### src/rtl/apb_dvp_regs.sv
// DVP register bank: per-channel staged/active video config, W1C status,
// frame counter and a combined registered interrupt, on an APB-style bus.

module apb_dvp_ch #(
   parameter int CNT_W = 16
)(
   input  logic             clk,
   input  logic             rst_n,
   input  logic             we,
   input  logic [2:0]       idx,
   input  logic [31:0]      wdata,
   input  logic             vsync,
   input  logic             ovf,
   output logic [31:0]      rdata,
   output logic [4:0][31:0] act_o,
   output logic             irq_src
);
   // slot order: 0 CR, 1 START, 2 END, 3 SCALER, 4 THRESH
   logic [4:0][31:0] stg, act;
   logic [2:0]       sr, ier;
   logic             pend;
   logic [CNT_W-1:0] cnt;
   logic             s1, s2, s3;
   logic             rise, fall, cfg_wr, shadow, sr_wr;
   logic [4:0]       wr_slot;

   assign rise    = s2 & ~s3;
   assign fall    = ~s2 & s3;
   assign sr_wr   = we & (idx == 3'd1);
   assign cfg_wr  = |wr_slot;
   // shadow decision uses the CR value as it stands after this write
   assign shadow  = (idx == 3'd0) ? wdata[31] : stg[0][31];
   assign act_o   = act;
   assign irq_src = |(sr & ier);

   always_comb begin
      wr_slot = '0;
      if (we) begin
         case (idx)
            3'd0:    wr_slot[0] = 1'b1;
            3'd2:    wr_slot[1] = 1'b1;
            3'd3:    wr_slot[2] = 1'b1;
            3'd4:    wr_slot[3] = 1'b1;
            3'd5:    wr_slot[4] = 1'b1;
            default: wr_slot = '0;
         endcase
      end
   end

   always_ff @(posedge clk or negedge rst_n) begin
      if (!rst_n) begin
         stg  <= '0;
         act  <= '0;
         sr   <= '0;
         ier  <= '0;
         pend <= 1'b0;
         cnt  <= '0;
         s1   <= 1'b0;
         s2   <= 1'b0;
         s3   <= 1'b0;
      end else begin
         s1 <= vsync;
         s2 <= s1;
         s3 <= s2;
         // commit takes the pre-edge staging; a same-edge write lands after it
         if (rise && pend) act <= stg;
         for (int i = 0; i < 5; i++) begin
            if (wr_slot[i]) begin
               stg[i] <= wdata;
               if (!shadow) act[i] <= wdata;
            end
         end
         pend <= (pend & ~rise) | (cfg_wr & shadow);
         sr   <= (sr & ~(sr_wr ? wdata[2:0] : 3'b000)) | {ovf, fall, rise};
         if (we && idx == 3'd7) ier <= wdata[2:0];
         if (we && idx == 3'd6) cnt <= '0;
         else if (rise)         cnt <= cnt + 1'b1;
      end
   end

   always_comb begin
      case (idx)
         3'd0:    rdata = stg[0];
         3'd1:    rdata = {27'd0, s2, pend, sr};
         3'd2:    rdata = stg[1];
         3'd3:    rdata = stg[2];
         3'd4:    rdata = stg[3];
         3'd5:    rdata = stg[4];
         3'd6:    rdata = 32'(cnt);
         default: rdata = {29'd0, ier};
      endcase
   end
endmodule

module apb_dvp_regs #(
   parameter int NUM_CH = 2,
   parameter int ADDR_W = 4,
   parameter int CNT_W  = 16
)(
   input  logic                  clk,
   input  logic                  rst_n,
   input  logic [ADDR_W-1:0]     io_ahb_PADDR,
   input  logic                  io_ahb_PSEL,
   input  logic                  io_ahb_PENABLE,
   input  logic                  io_ahb_PWRITE,
   input  logic [31:0]           io_ahb_PWDATA,
   output logic                  io_ahb_PREADY,
   output logic [31:0]           io_ahb_PRDATA,
   output logic                  io_ahb_PSLVERROR,
   input  logic [NUM_CH-1:0]     ch_vsync,
   input  logic [NUM_CH-1:0]     ch_ovf,
   output logic [NUM_CH*32-1:0]  cfg_cr,
   output logic [NUM_CH*32-1:0]  cfg_start,
   output logic [NUM_CH*32-1:0]  cfg_end,
   output logic [NUM_CH*32-1:0]  cfg_scaler,
   output logic [NUM_CH*32-1:0]  cfg_thresh,
   output logic                  irq
);
   localparam int CH_W = ADDR_W - 3;

   logic [CH_W-1:0]               ch_sel;
   logic [2:0]                    reg_sel;
   logic                          acc, ch_ok;
   logic [NUM_CH-1:0]             lane_we, lane_irq;
   logic [NUM_CH-1:0][31:0]       lane_rd;
   logic [NUM_CH-1:0][4:0][31:0]  lane_act;

   assign ch_sel           = io_ahb_PADDR[ADDR_W-1:3];
   assign reg_sel          = io_ahb_PADDR[2:0];
   assign acc              = io_ahb_PSEL & io_ahb_PENABLE;
   assign ch_ok            = int'(ch_sel) < NUM_CH;
   assign io_ahb_PREADY    = 1'b1;
   assign io_ahb_PSLVERROR = acc & ~ch_ok;

   for (genvar g = 0; g < NUM_CH; g++) begin : g_ch
      assign lane_we[g] = acc & io_ahb_PWRITE & ch_ok & (int'(ch_sel) == g);

      apb_dvp_ch #(.CNT_W(CNT_W)) u_ch (
         .clk     (clk),
         .rst_n   (rst_n),
         .we      (lane_we[g]),
         .idx     (reg_sel),
         .wdata   (io_ahb_PWDATA),
         .vsync   (ch_vsync[g]),
         .ovf     (ch_ovf[g]),
         .rdata   (lane_rd[g]),
         .act_o   (lane_act[g]),
         .irq_src (lane_irq[g])
      );

      assign cfg_cr[32*g +: 32]     = lane_act[g][0];
      assign cfg_start[32*g +: 32]  = lane_act[g][1];
      assign cfg_end[32*g +: 32]    = lane_act[g][2];
      assign cfg_scaler[32*g +: 32] = lane_act[g][3];
      assign cfg_thresh[32*g +: 32] = lane_act[g][4];
   end

   always_comb begin
      io_ahb_PRDATA = '0;
      if (acc && !io_ahb_PWRITE && ch_ok) begin
         for (int c = 0; c < NUM_CH; c++)
            if (int'(ch_sel) == c) io_ahb_PRDATA = lane_rd[c];
      end
   end

   always_ff @(posedge clk or negedge rst_n) begin
      if (!rst_n) irq <= 1'b0;
      else        irq <= |lane_irq;
   end
endmodule
### config.mk
export PLATFORM = sky130hd
export DESIGN_NAME = apb_dvp_regs
export DESIGN_NICKNAME = d
export VERILOG_FILES = /design/src/rtl/apb_dvp_regs.sv
export SDC_FILE = /design/constraint.sdc
export NUM_CORES = 1
export LEC_CHECK = 0
export BUFFER_PORTS_ARGS = -buffer_cell sky130_fd_sc_hd__buf_2
export CAP_MARGIN = 30
export CELL_PAD_IN_SITES_DETAIL_PLACEMENT = 1
export CELL_PAD_IN_SITES_GLOBAL_PLACEMENT = 1
export CORE_ASPECT_RATIO = 0.6
export CORE_MARGIN = 2
export CORE_UTILIZATION = 50
export CTS_CLUSTER_SIZE = 24
export DETAILED_ROUTE_END_ITERATION = 8
export GPL_ROUTABILITY_DRIVEN = 0
export HOLD_SLACK_MARGIN = 0.06
export PLACE_DENSITY_LB_ADDON = 0.12
export SYNTH_ARGS = -nofsm -noshare
export SYNTH_HDL_FRONTEND = slang
export SYNTH_SLANG_ARGS = --single-unit
### constraint.sdc
create_clock -name clk -period 5.55 [get_ports clk]
set_clock_uncertainty 0.05 [all_clocks]
set_input_delay 1.665 -clock clk [delete_from_list [all_inputs] [get_ports clk]]
set_output_delay 1.665 -clock clk [all_outputs]
set_load 0.01 [all_outputs]
Word level (Yosys, flattened, before mapping)
Index checks and enable logic that the tools add are counted.
Widths: inputs -> output; s select.
{ "totals": {"ff_bits": 693, "input_bits": 45, "output_inout_bits": 355, "elab_cells": 130} }
{ "op_classes": {"n_addsub": 2, "eq_ne": 7, "muxes": 41, "bitwise_logic": 31, "n_reduce_logical": 14} }
{ "ops": {"columns": ["cell", "n"], "rows": [
  ["$mux 32", 22],
  ["$pmux 32 s7", 2],
  ["$mux 160", 2],
  ["$mux 16", 4],
  ["$add 16x1->16 const B", 2],
  ["$and 1x1->1", 14],
  ["$and 3x3->3", 4],
  ["$eq 3x3->1 const B", 4],
  ["$mux 5", 2],
  ["$reduce_or 5->1", 2],
  ["$logic_and 1x1->1", 7],
  ["$mux 1", 7],
  ["$not 1->1", 7],
  ["$eq 3x2->1 const B", 2],
  ["$mux 3", 2],
  ["$not 3->3", 2],
  ["$or 3x3->3", 2],
  ["$reduce_or 6->1", 1],
  ["$reduce_bool 2->1", 2],
  ["$eq 3x1->1 const B", 1],
  ["$logic_not 3->1", 1],
  ["$or 1x1->1", 2],
  ["$logic_not 1->1", 1]
]} }

Depth between registers and ports, before layout
Gate-level depths: netlist of the first run.
{ "depth": {"word_depth": 8, "depth_mapped": 9, "ltp_nobuf": 5} }

Cells and area by module
From an unflattened synthesis of the first run, not the netlist that was laid out.
{ "unflattened": {"hier_cells": 2870, "hier_area_um2": 32740.2} }
{ "modules_own_cells": {"columns": ["module", "n_inst", "cells_each", "area_per_inst_um2", "seq_area_each_um2"], "rows": [
  ["apb_dvp_ch", 2, 1394, 16061.7, 8658.3],
  ["apb_dvp_regs", 1, 82, 616.8, 25.0]
]} }

Worst setup path before layout of the first run
No wires, ideal clock.
{ "synth_timing": {"path_kind": "input port to output port", "start": "input port io_ahb_PADDR[1]", "end": "output port io_ahb_PRDATA[14]", "arrival_time_ns": 3.101, "required_ns": 3.835, "slack_ns": 0.734, "stages": 9, "n_path_buf": 5, "cell_sequence": "buf_2 buf_4 buf_2 buf_4 buf_2 nand2_1 o21ai_0 a22oi_1 a221oi_1"} }
{ "synth_between": {"elab_chain_cells": 4, "word_cells_on_any_way": 11, "cone_classes": "eq/ne: 6; mux: 4; reduce/logical: 1"} }
{ "synth_rtl": {"columns": ["element", "line", "source"], "rows": [
  ["start, declared", "102", "input logic [ADDR_W-1:0] io_ahb_PADDR,"],
  ["$eq 3x3->1 (tied with other cells)", "82", "case (idx)"],
  ["$pmux 32 s7", "82", null],
  ["$mux 32 *", "162", "if (int'(ch_sel) == c) io_ahb_PRDATA = lane_rd[c];"],
  ["$mux 32 *", "160", "if (acc && !io_ahb_PWRITE && ch_ok) begin"],
  ["end, declared", "108", "output logic [31:0] io_ahb_PRDATA,"]
]} }
Mark *: on every way between the ends. The rest lies on a longest branch, timed or not.

Worst setup path after layout of the first run
{ "layout_timing": {"start": "input port io_ahb_PADDR[2]", "end": "output port io_ahb_PRDATA[0]"} }
The elaborated chain is that of the path after synthesis.

==> results of run 1 <==
[cells in the final DEF (no fill, tap or decap), drive strengths merged, types with 10 or more instances in the layout]
master	count
a211oi	16
a21o	10
a21oi	65
a221o	15
a221oi	20
a22o	13
a22oi	63
and3	13
buf	502
clkbuf	105
clkinv	13
dfrtp	693
inv	17
mux2	359
mux2i	343
nand2	347
nand3	10
nand4	12
nor2	43
nor3	23
o21ai	339
o22a	14
o2bb2ai	13
xnor2	14
[layer usage]
metal  routed length (µm)  vias up  part of all wire [%]  GRT usage (%)
met1                53700    13400                    44           52.7
met4                 3530        6                   2.9           10.8
li1                     -    10700                     -              -
met3                10600      228                   8.8           8.53
met5                   46        -                 0.038              0
met2                52900     1135                    44           52.8
[final cells by class]
class                           instances  area share [%]
Clock buffer                          105            5.58
Clock inverter                         19           0.663
Inverter                               18           0.178
Multi-Input combinational cell       1840            36.8
Sequential cell                       693            45.7
Tap cell                              851            2.81
Timing Repair Buffer                  502            8.23
[synthesized netlist by cell type, drive strengths merged, types with 3 or more instances]
| library cell | n | area share [%] |
|---|---|---|
| a211oi | 16 | 0.37 |
| a21o | 10 | 0.23 |
| a21oi | 65 | 1.0 |
| a221o | 15 | 0.46 |
| a221oi | 20 | 0.54 |
| a22o | 13 | 0.35 |
| a22oi | 63 | 1.5 |
| and2 | 3 | 0.058 |
| and3 | 13 | 0.25 |
| and3b | 4 | 0.11 |
| and4b | 4 | 0.12 |
| buf | 141 | 2.2 |
| clkbuf | 123 | 1.4 |
| dfrtp | 693 | 53 |
| inv | 17 | 0.20 |
| mux2 | 359 | 12 |
| mux2i | 343 | 11 |
| mux4 | 4 | 0.28 |
| nand2 | 347 | 4.0 |
| nand2b | 4 | 0.077 |
| nand3 | 10 | 0.15 |
| nand3b | 5 | 0.12 |
| nand4 | 12 | 0.32 |
| nor2 | 43 | 0.54 |
| nor2b | 6 | 0.12 |
| nor3 | 23 | 0.62 |
| nor3b | 7 | 0.21 |
| nor4 | 5 | 0.14 |
| o2111a | 3 | 0.10 |
| o211a | 3 | 0.093 |
| o21ai | 339 | 5.2 |
| o221ai | 9 | 0.24 |
| o22a | 14 | 0.38 |
| o22ai | 5 | 0.096 |
| o2bb2ai | 13 | 0.35 |
| o32ai | 6 | 0.16 |
| or3 | 9 | 0.17 |
| or3b | 3 | 0.081 |
| xnor2 | 14 | 0.38 |
| xor2 | 8 | 0.22 |
[cell families (layout without fill, tap and decap cells)]
family                     Yosys count  count (layout)  share of synthesized area (%)
xor gates and xnor gates            22              22                          0.594
DFF                                693             693                           53.5
buffers and inverters              282             644                           3.86
and+or+nand+nor                    504             504                           7.31
AOI/OAI and AO/OA                  604             604                           11.3
muxes                              706             706                           23.3
adders and majority gates            2               2                         0.0771
other                                2               2                         0.0232
[worst paths after layout]
path	slack [ns]	endpoint	cells after the start	startpoint
min reg2reg	0.30	g_ch[0].u_ch.s2	0	g_ch[0].u_ch.s1
max reg2reg	2.47	g_ch[0].u_ch.act_o[73]	5	g_ch[0].u_ch.s2
max in group asynchronous	3.11	g_ch[1].u_ch.act_o[153]	2	rst_n
min	0.30	g_ch[0].u_ch.s2	0	g_ch[0].u_ch.s1
min in group asynchronous	1.11	g_ch[1].u_ch.stg[75]	1	rst_n
max	0.04	io_ahb_PRDATA[0]	8	io_ahb_PADDR[2]
[flip-flops by register name, summed over array words and instances, names as in the netlist]
register,flops
g_ch.u_ch.pend,2
g_ch.u_ch.stg,320
g_ch.u_ch.act_o,320
g_ch.u_ch.s2,2
g_ch.u_ch.cnt,32
irq,1
g_ch.u_ch.s1,2
g_ch.u_ch.sr,6
g_ch.u_ch.s3,2
g_ch.u_ch.ier,6
[through the flow]
stage | instance area [µm²] | cells | setup slack [ns] | hold WS [ns] | util, %
after floorplan | 32400 | 2815 | 0.734 | 0.281 | -
after global placement | 35500 | 3903 | 0.197 | 0.289 | 55.3
after detailed placement | 35500 | 3903 | 0.176 | 0.300 | 55.3
after CTS | 37900 | 4027 | 0.165 | 0.307 | 58.9
after global routing | 37900 | 4028 | 0.00416 | 0.312 | 59.0
final | 37900 | 4028 | 0.0430 | 0.303 | 59.0
[power groups by stage]
stage	registers [µW]	clock network, µW	logic, µW
CTS	7470	5040	3490
global route	7610	5230	3790
floorplan	7440	0	1490
finish	7500	4990	3480
detailed placement	7540	0	3460
global placement	7480	0	3270
==> report_table.html, run 1 <==
<table>
<tr><th>Metric</th><th>Value</th></tr>
<tr><th colspan="2">Status</th></tr>
<tr><td>Run status</td><td>finished clean</td></tr>
<tr><th colspan="2">Run</th></tr>
<tr><td>Max-cap violations</td><td>0</td></tr>
<tr><th colspan="2">Synth</th></tr>
<tr><td>Sequential element share of the synthesized area</td><td>53.5%</td></tr>
<tr><td>Most used flip-flop cell after synthesis</td><td>sky130_fd_sc_hd__dfrtp_1</td></tr>
<tr><td>Fraction of registers with async set or reset after synthesis</td><td>100%</td></tr>
<tr><td>Synth Area per Inst</td><td>11.5 µm²</td></tr>
<tr><td>Post-synthesis net count</td><td>2862</td></tr>
<tr><td>Synthesis-stage register bit count</td><td>693</td></tr>
<tr><td>Unique cell type count in the Yosys netlist</td><td>69</td></tr>
<tr><td>Combined area of all synthesized cells</td><td>32400 µm²</td></tr>
<tr><td>Number of warnings printed during yosys synthesis</td><td>0</td></tr>
<tr><td>Post-synth EDFFs</td><td>0</td></tr>
<tr><td>Syn Inst Count</td><td>2815</td></tr>
<tr><th colspan="2">Cells and area</th></tr>
<tr><td>Multi-input logic area</td><td>14000 µm²</td></tr>
<tr><td>Antenna Cells</td><td>0</td></tr>
<tr><td>Fillers</td><td>6681</td></tr>
<tr><td>Storage cell area</td><td>17300 µm²</td></tr>
<tr><td>Layout overhead on the synthesized area</td><td>17.0%</td></tr>
<tr><td>Share of layout cells above drive strength 1</td><td>31.7%</td></tr>
<tr><td>Post-layout nets</td><td>3171</td></tr>
<tr><th colspan="2">Pwr</th></tr>
<tr><td>Clock power share</td><td>31.2%</td></tr>
<tr><td>Switching part of the total</td><td>32.8%</td></tr>
<tr><td>Switching component of the power</td><td>5240 µW</td></tr>
<tr><td>VDD IR-drop max</td><td>0.000187 V</td></tr>
<tr><td>Post-route total power</td><td>16000 µW</td></tr>
<tr><td>Power Density</td><td>421 nW/µm²</td></tr>
<tr><td>Sequential power share</td><td>47.0%</td></tr>
<tr><td>Static leakage</td><td>0.0193 µW</td></tr>
<tr><td>Gate power share</td><td>21.8%</td></tr>
<tr><td>Internal</td><td>10700 µW</td></tr>
<tr><th colspan="2">Timing</th></tr>
<tr><td>Clock period minus worst slack</td><td>5.51 ns</td></tr>
<tr><td>Maximum clock rate</td><td>182 MHz</td></tr>
<tr><td>Final hold violations</td><td>0</td></tr>
<tr><td>Total negative slack for setup checks</td><td>0 ns</td></tr>
<tr><td>Ratio of final minimum period to clock period</td><td>99.2%</td></tr>
<tr><td>Number of pins exceeding their max-slew limit in the final report</td><td>0</td></tr>
<tr><td>Endpoints failing setup</td><td>0</td></tr>
<tr><td>Unrepaired setup endpoints after global routing</td><td>false</td></tr>
<tr><td>Worst rel slew slack</td><td>28.8%</td></tr>
<tr><td>Actual transition at the worst max-transition pin</td><td>1.07 ns</td></tr>
<tr><th colspan="2">Critical path</th></tr>
<tr><td>Buffers plus inverters on the worst setup path</td><td>4</td></tr>
<tr><td>Worst endpoint required time</td><td>3.84 ns</td></tr>
<tr><td>Worst path slowest cell</td><td>sky130_fd_sc_hd__o2111ai_1</td></tr>
<tr><td>Type of destination of the critical path</td><td>primary output</td></tr>
<tr><td>Critical Path Start Type</td><td>input pin</td></tr>
<tr><td>Critical Setup Path Class</td><td>input pin to primary output</td></tr>
<tr><td>CP max FO</td><td>21</td></tr>
<tr><td>Cell-by-cell listing of the critical path</td><td>buf_2 &gt; buf_4 &gt; nor2b_1 &gt; buf_4 &gt; a22oi_1 &gt; o2111ai_1 &gt; and3_1 &gt; buf_2</td></tr>
<tr><td>Peak per-stage delay on the critical path</td><td>0.40 ns</td></tr>
<tr><td>Largest delay contributor family on the critical path</td><td>buffers and inverters</td></tr>
<tr><td>Arrival @ worst endpoint</td><td>3.79 ns</td></tr>
<tr><th colspan="2">CTS</th></tr>
<tr><td>Clock buffer count from CTS</td><td>69</td></tr>
<tr><td>Longest Clk Path Bufs</td><td>3</td></tr>
<tr><td>Cts hold-fix bufs</td><td>0</td></tr>
<tr><td>Latest clock arrival within the worst-skew pair</td><td>0.62 ns</td></tr>
<tr><td>Post CTS Setup Buffer Count</td><td>0</td></tr>
<tr><td>CTS root buf</td><td>sky130_fd_sc_hd__clkbuf_16</td></tr>
<tr><td>Number of H-tree branching levels</td><td>3</td></tr>
<tr><td>CTS tree</td><td>built</td></tr>
<tr><td>CTS clk-pin slew, worst paths</td><td>0.06 ns</td></tr>
<tr><td>Number of gates resized after CTS</td><td>0</td></tr>
<tr><td>TritonCTS Sinks</td><td>693</td></tr>
<tr><th colspan="2">Place</th></tr>
<tr><td>Count of input and output buffers</td><td>397</td></tr>
<tr><td>Sum of net half-perimeters after detailed placement</td><td>82700 µm</td></tr>
<tr><th colspan="2">Route</th></tr>
<tr><td>Number of nets still failing antenna checks after routing</td><td>0</td></tr>
<tr><td>Post-detailed-routing wire length</td><td>121000 µm</td></tr>
<tr><td>Router iterations before antenna repair</td><td>5</td></tr>
<tr><td>Violation count after the first detailed-route iteration</td><td>2602</td></tr>
<tr><td>DRC</td><td>0</td></tr>
<tr><td>Via/cell ratio</td><td>6.33</td></tr>
<tr><td>Total via count after detailed routing</td><td>25500</td></tr>
<tr><td>Average wire length per cell after detail routing</td><td>30.0 µm</td></tr>
<tr><th colspan="2">Floorplan</th></tr>
<tr><td>Count of pins on the block boundary</td><td>400</td></tr>
<tr><td>Floorplan die height</td><td>201 µm</td></tr>
<tr><td>Area of the die</td><td>67000 µm²</td></tr>
<tr><td>Core footprint</td><td>64300 µm²</td></tr>
<tr><td>Horiz. Die Dim</td><td>333 µm</td></tr>
<tr><td># rows</td><td>72</td></tr>
<tr><td>Initial core utilization</td><td>50.4%</td></tr>
<tr><th colspan="2">GRT</th></tr>
<tr><td>Leftover overflow at the end of global routing</td><td>0</td></tr>
<tr><td>Wire length of the first global-routing pass</td><td>180000 µm</td></tr>
<tr><td>Initial antenna violation count</td><td>8</td></tr>
<tr><td>Maximum number of pins on one net before global-route repair</td><td>111</td></tr>
<tr><td>Overall Global Routing Usage</td><td>35.9%</td></tr>
<tr><td>Number of global-route vias before repair</td><td>26700</td></tr>
<tr><th colspan="2">Hold path</th></tr>
<tr><td>Classification of the worst-slack hold path</td><td>register to register</td></tr>
</table>
No activity file was read; power rests on OpenSTA's default activity.
==> run 2, diff against run 1 <==
Settings changed: CORE_ASPECT_RATIO 0.6 to default, CORE_UTILIZATION 50 to 47.
Clock period 5.55 ns to 6.27 ns, I/O delays scaled along.
==> report_table.html, run 2 (synthesized netlist as in run 1, its figures left out) <==
<table>
<tr><th>Metric</th><th>Value</th></tr>
<tr><th colspan="2">Timing</th></tr>
<tr><td>Total negative slack for setup checks</td><td>0 ns (unchanged)</td></tr>
<tr><td>Maximum clock rate</td><td>166 MHz</td></tr>
<tr><td>Worst rel slew slack</td><td>33.1% (+4.3 points)</td></tr>
<tr><td>Minimum setup slack in the final design</td><td>0.247 ns (+0.204 ns)</td></tr>
<tr><td>Number of pins exceeding their max-slew limit in the final report</td><td>0 (unchanged)</td></tr>
<tr><td>Clock period minus worst slack</td><td>6.02 ns</td></tr>
<tr><td>Unrepaired setup endpoints after global routing</td><td>false</td></tr>
<tr><td>Actual transition at the worst max-transition pin</td><td>0.996 ns (-0.0721 ns)</td></tr>
<tr><td>Endpoints failing setup</td><td>0 (unchanged)</td></tr>
<tr><td>Final hold violations</td><td>0 (unchanged)</td></tr>
<tr><td>Ratio of final minimum period to clock period</td><td>96.1%</td></tr>
<tr><th colspan="2">Route</th></tr>
<tr><td>Total via count after detailed routing</td><td>25000 (-2.0%)</td></tr>
<tr><td>Average wire length per cell after detail routing</td><td>29.5 µm (-1.7%)</td></tr>
<tr><td>Violation count after the first detailed-route iteration</td><td>1810 (-30%)</td></tr>
<tr><td>Router iterations before antenna repair</td><td>5 (unchanged)</td></tr>
<tr><td>Number of nets still failing antenna checks after routing</td><td>0 (unchanged)</td></tr>
<tr><td>Via/cell ratio</td><td>6.17 (-2.6%)</td></tr>
<tr><td>DRC</td><td>0 (unchanged)</td></tr>
<tr><td>Post-detailed-routing wire length</td><td>119000 µm (-1.1%)</td></tr>
<tr><th colspan="2">CTS</th></tr>
<tr><td>Longest Clk Path Bufs</td><td>3 (unchanged)</td></tr>
<tr><td>Post CTS Setup Buffer Count</td><td>0 (unchanged)</td></tr>
<tr><td>TritonCTS Sinks</td><td>693 (unchanged)</td></tr>
<tr><td>Latest clock arrival within the worst-skew pair</td><td>0.61 ns (about the same)</td></tr>
<tr><td>Cts hold-fix bufs</td><td>0 (unchanged)</td></tr>
<tr><td>Number of H-tree branching levels</td><td>3 (unchanged)</td></tr>
<tr><td>CTS clk-pin slew, worst paths</td><td>0.06 ns (about the same)</td></tr>
<tr><td>Number of gates resized after CTS</td><td>0 (unchanged)</td></tr>
<tr><td>CTS root buf</td><td>sky130_fd_sc_hd__clkbuf_16</td></tr>
<tr><td>Clock buffer count from CTS</td><td>76 (+10%)</td></tr>
<tr><td>CTS tree</td><td>built</td></tr>
<tr><th colspan="2">Pwr</th></tr>
<tr><td>VDD IR-drop max</td><td>0.000240 V (+28%)</td></tr>
<tr><td>Static leakage</td><td>0.0192 µW (-0.22%)</td></tr>
<tr><td>Switching component of the power</td><td>4560 µW (-13%)</td></tr>
<tr><td>Post-route total power</td><td>14100 µW (-12%)</td></tr>
<tr><td>Internal</td><td>9560 µW (-11%)</td></tr>
<tr><td>Clock power share</td><td>31.7% (+0.5 points)</td></tr>
<tr><td>Switching part of the total</td><td>32.3% (-0.50 points)</td></tr>
<tr><td>Gate power share</td><td>21.3% (-0.5 points)</td></tr>
<tr><td>Power Density</td><td>372 nW/µm² (-12%)</td></tr>
<tr><td>Sequential power share</td><td>47.0% (about the same)</td></tr>
<tr><th colspan="2">Place</th></tr>
<tr><td>Sum of net half-perimeters after detailed placement</td><td>80900 µm (-2.2%)</td></tr>
<tr><td>Pre-CTS setup slack</td><td>0.279 ns (+0.103 ns)</td></tr>
<tr><td>Count of input and output buffers</td><td>397 (unchanged)</td></tr>
<tr><th colspan="2">Run</th></tr>
<tr><td>Max-cap violations</td><td>0 (unchanged)</td></tr>
<tr><th colspan="2">Floorplan</th></tr>
<tr><td>Count of pins on the block boundary</td><td>400 (unchanged)</td></tr>
<tr><td>Core footprint</td><td>68500 µm² (+6.4%)</td></tr>
<tr><td># rows</td><td>96 (+33%)</td></tr>
<tr><td>Floorplan die height</td><td>267 µm (+32%)</td></tr>
<tr><td>Initial core utilization</td><td>47.4% (-3.1 points)</td></tr>
<tr><td>Area of the die</td><td>71100 µm² (+6.2%)</td></tr>
<tr><td>Horiz. Die Dim</td><td>267 µm (-20%)</td></tr>
<tr><th colspan="2">Critical path</th></tr>
<tr><td>Type of destination of the critical path</td><td>primary output</td></tr>
<tr><td>Peak per-stage delay on the critical path</td><td>0.76 ns (+0.36 ns)</td></tr>
<tr><td>Buffers plus inverters on the worst setup path</td><td>2 (-2)</td></tr>
<tr><td>Critical Path Start Type</td><td>input pin</td></tr>
<tr><td>Arrival @ worst endpoint</td><td>4.09 ns (+0.30 ns)</td></tr>
<tr><td>Largest delay contributor family on the critical path</td><td>simple AND/OR/NAND/NOR gates</td></tr>
<tr><td>Critical Setup Path Class</td><td>input pin to primary output</td></tr>
<tr><td>R2R setup slack</td><td>3.33 ns (+0.86 ns)</td></tr>
<tr><td>Cell-by-cell listing of the critical path</td><td>buf_4 &gt; and3b_2 &gt; nand2_1 &gt; o2111a_1 &gt; a211oi_1 &gt; buf_2</td></tr>
<tr><td>R2r endpoint</td><td>g_ch[0].u_ch.act_o[135]</td></tr>
<tr><td>Worst endpoint required time</td><td>4.34 ns (+0.50 ns)</td></tr>
<tr><td>R2R cell count</td><td>5 (unchanged)</td></tr>
<tr><td>Worst path slowest cell</td><td>sky130_fd_sc_hd__and3b_2</td></tr>
<tr><td>Worst R2R Start</td><td>g_ch[0].u_ch.s2</td></tr>
<tr><td>CP max FO</td><td>28 (+33%)</td></tr>
<tr><th colspan="2">Status</th></tr>
<tr><td>Run status</td><td>finished clean</td></tr>
<tr><th colspan="2">Cells and area</th></tr>
<tr><td>Commonest cells after routing, fill and taps aside</td><td>693 x sky130_fd_sc_hd__dfrtp_1, 393 x sky130_fd_sc_hd__buf_2, 356 x sky130_fd_sc_hd__mux2_2</td></tr>
<tr><td>Multi-input logic area</td><td>14000 µm² (about the same)</td></tr>
<tr><td>Share of layout cells above drive strength 1</td><td>31.4% (-0.30 points)</td></tr>
<tr><td>Leading cell type in the layout, fill and taps excluded</td><td>sky130_fd_sc_hd__dfrtp_1</td></tr>
<tr><td>Layout overhead on the synthesized area</td><td>16.9% (about the same)</td></tr>
<tr><td>Storage cell area</td><td>17300 µm² (unchanged)</td></tr>
<tr><td>Fillers</td><td>7201 (+7.8%)</td></tr>
<tr><td>Core occupancy in the finished layout</td><td>55.4% (-3.6 points)</td></tr>
<tr><td>Post-layout nets</td><td>3165 (-0.19%)</td></tr>
<tr><th colspan="2">GRT</th></tr>
<tr><td>Wire length of the first global-routing pass</td><td>177000 µm (-1.3%)</td></tr>
<tr><td>Number of global-route vias before repair</td><td>26400 (-1.1%)</td></tr>
<tr><td>Initial antenna violation count</td><td>4 (-4)</td></tr>
<tr><td>Overall Global Routing Usage</td><td>33.6% (-2.3 points)</td></tr>
<tr><td>Leftover overflow at the end of global routing</td><td>0 (unchanged)</td></tr>
<tr><td>Maximum number of pins on one net before global-route repair</td><td>139 (+25%)</td></tr>
<tr><th colspan="2">Hold path</th></tr>
<tr><td>Hold path endpoint</td><td>g_ch[1].u_ch.s2</td></tr>
<tr><td>Classification of the worst-slack hold path</td><td>register to register</td></tr>
<tr><td>Hold Startpoint</td><td>g_ch[1].u_ch.s1</td></tr>
<tr><td>Number of cells on the worst hold path</td><td>0 (unchanged)</td></tr>
</table>
run 2: how the worst max path moves through the flow:
stage,from,to,cells past startpoint
floorplan,io_ahb_PADDR[1],io_ahb_PRDATA[14],9
global placement,io_ahb_PADDR[0],io_ahb_PRDATA[13],8
detailed placement,io_ahb_PADDR[1],io_ahb_PRDATA[5],7
CTS,io_ahb_PADDR[1],io_ahb_PRDATA[5],7
global route,io_ahb_PADDR[1],io_ahb_PRDATA[2],8
finish,io_ahb_PADDR[0],io_ahb_PRDATA[31],6
run 2: routing by layer:
metal	GRT usage [%]	vias to the layer above	wire length [µm]
met5	0	-	42
li1	-	10700	-
met1	44.3	13200	49600
met2	56.1	871	58500
met4	12.1	6	4100
met3	5.47	207	7160
run 2: stage by stage:
stage               cells  instance area (µm²)  hold slack, ns
finish               4052                37900           0.326
global route         4051                37900           0.337
CTS                  4050                37900           0.326
detailed placement   3921                35500           0.310
global placement     3919                35400           0.290
floorplan            2815                32400           0.281
run 2: area by class of cell:
cell class / instances / share of cell area, %
timing repair buffer: 489 / 7.90
sequential: 693 / 45.7
tap: 882 / 2.91
clock inverter: 16 / 0.558
antenna: 1 / 0.00660
multi-input combinational: 1840 / 36.9
clock buffer: 113 / 5.84
inverter: 18 / 0.178
run 2: power groups by stage:
| stage | Combinational [µW] | Sequential [µW] | Clock [µW] |
|---|---|---|---|
| 5_1_grt | 3280 | 6740 | 4720 |
| 3_5_place_dp | 3000 | 6690 | 0 |
| 4_1_cts | 3030 | 6630 | 4530 |
| 3_3_place_gp | 2870 | 6640 | 0 |
| 6_report | 3000 | 6630 | 4480 |
| 2_1_floorplan | 1320 | 6590 | 0 |
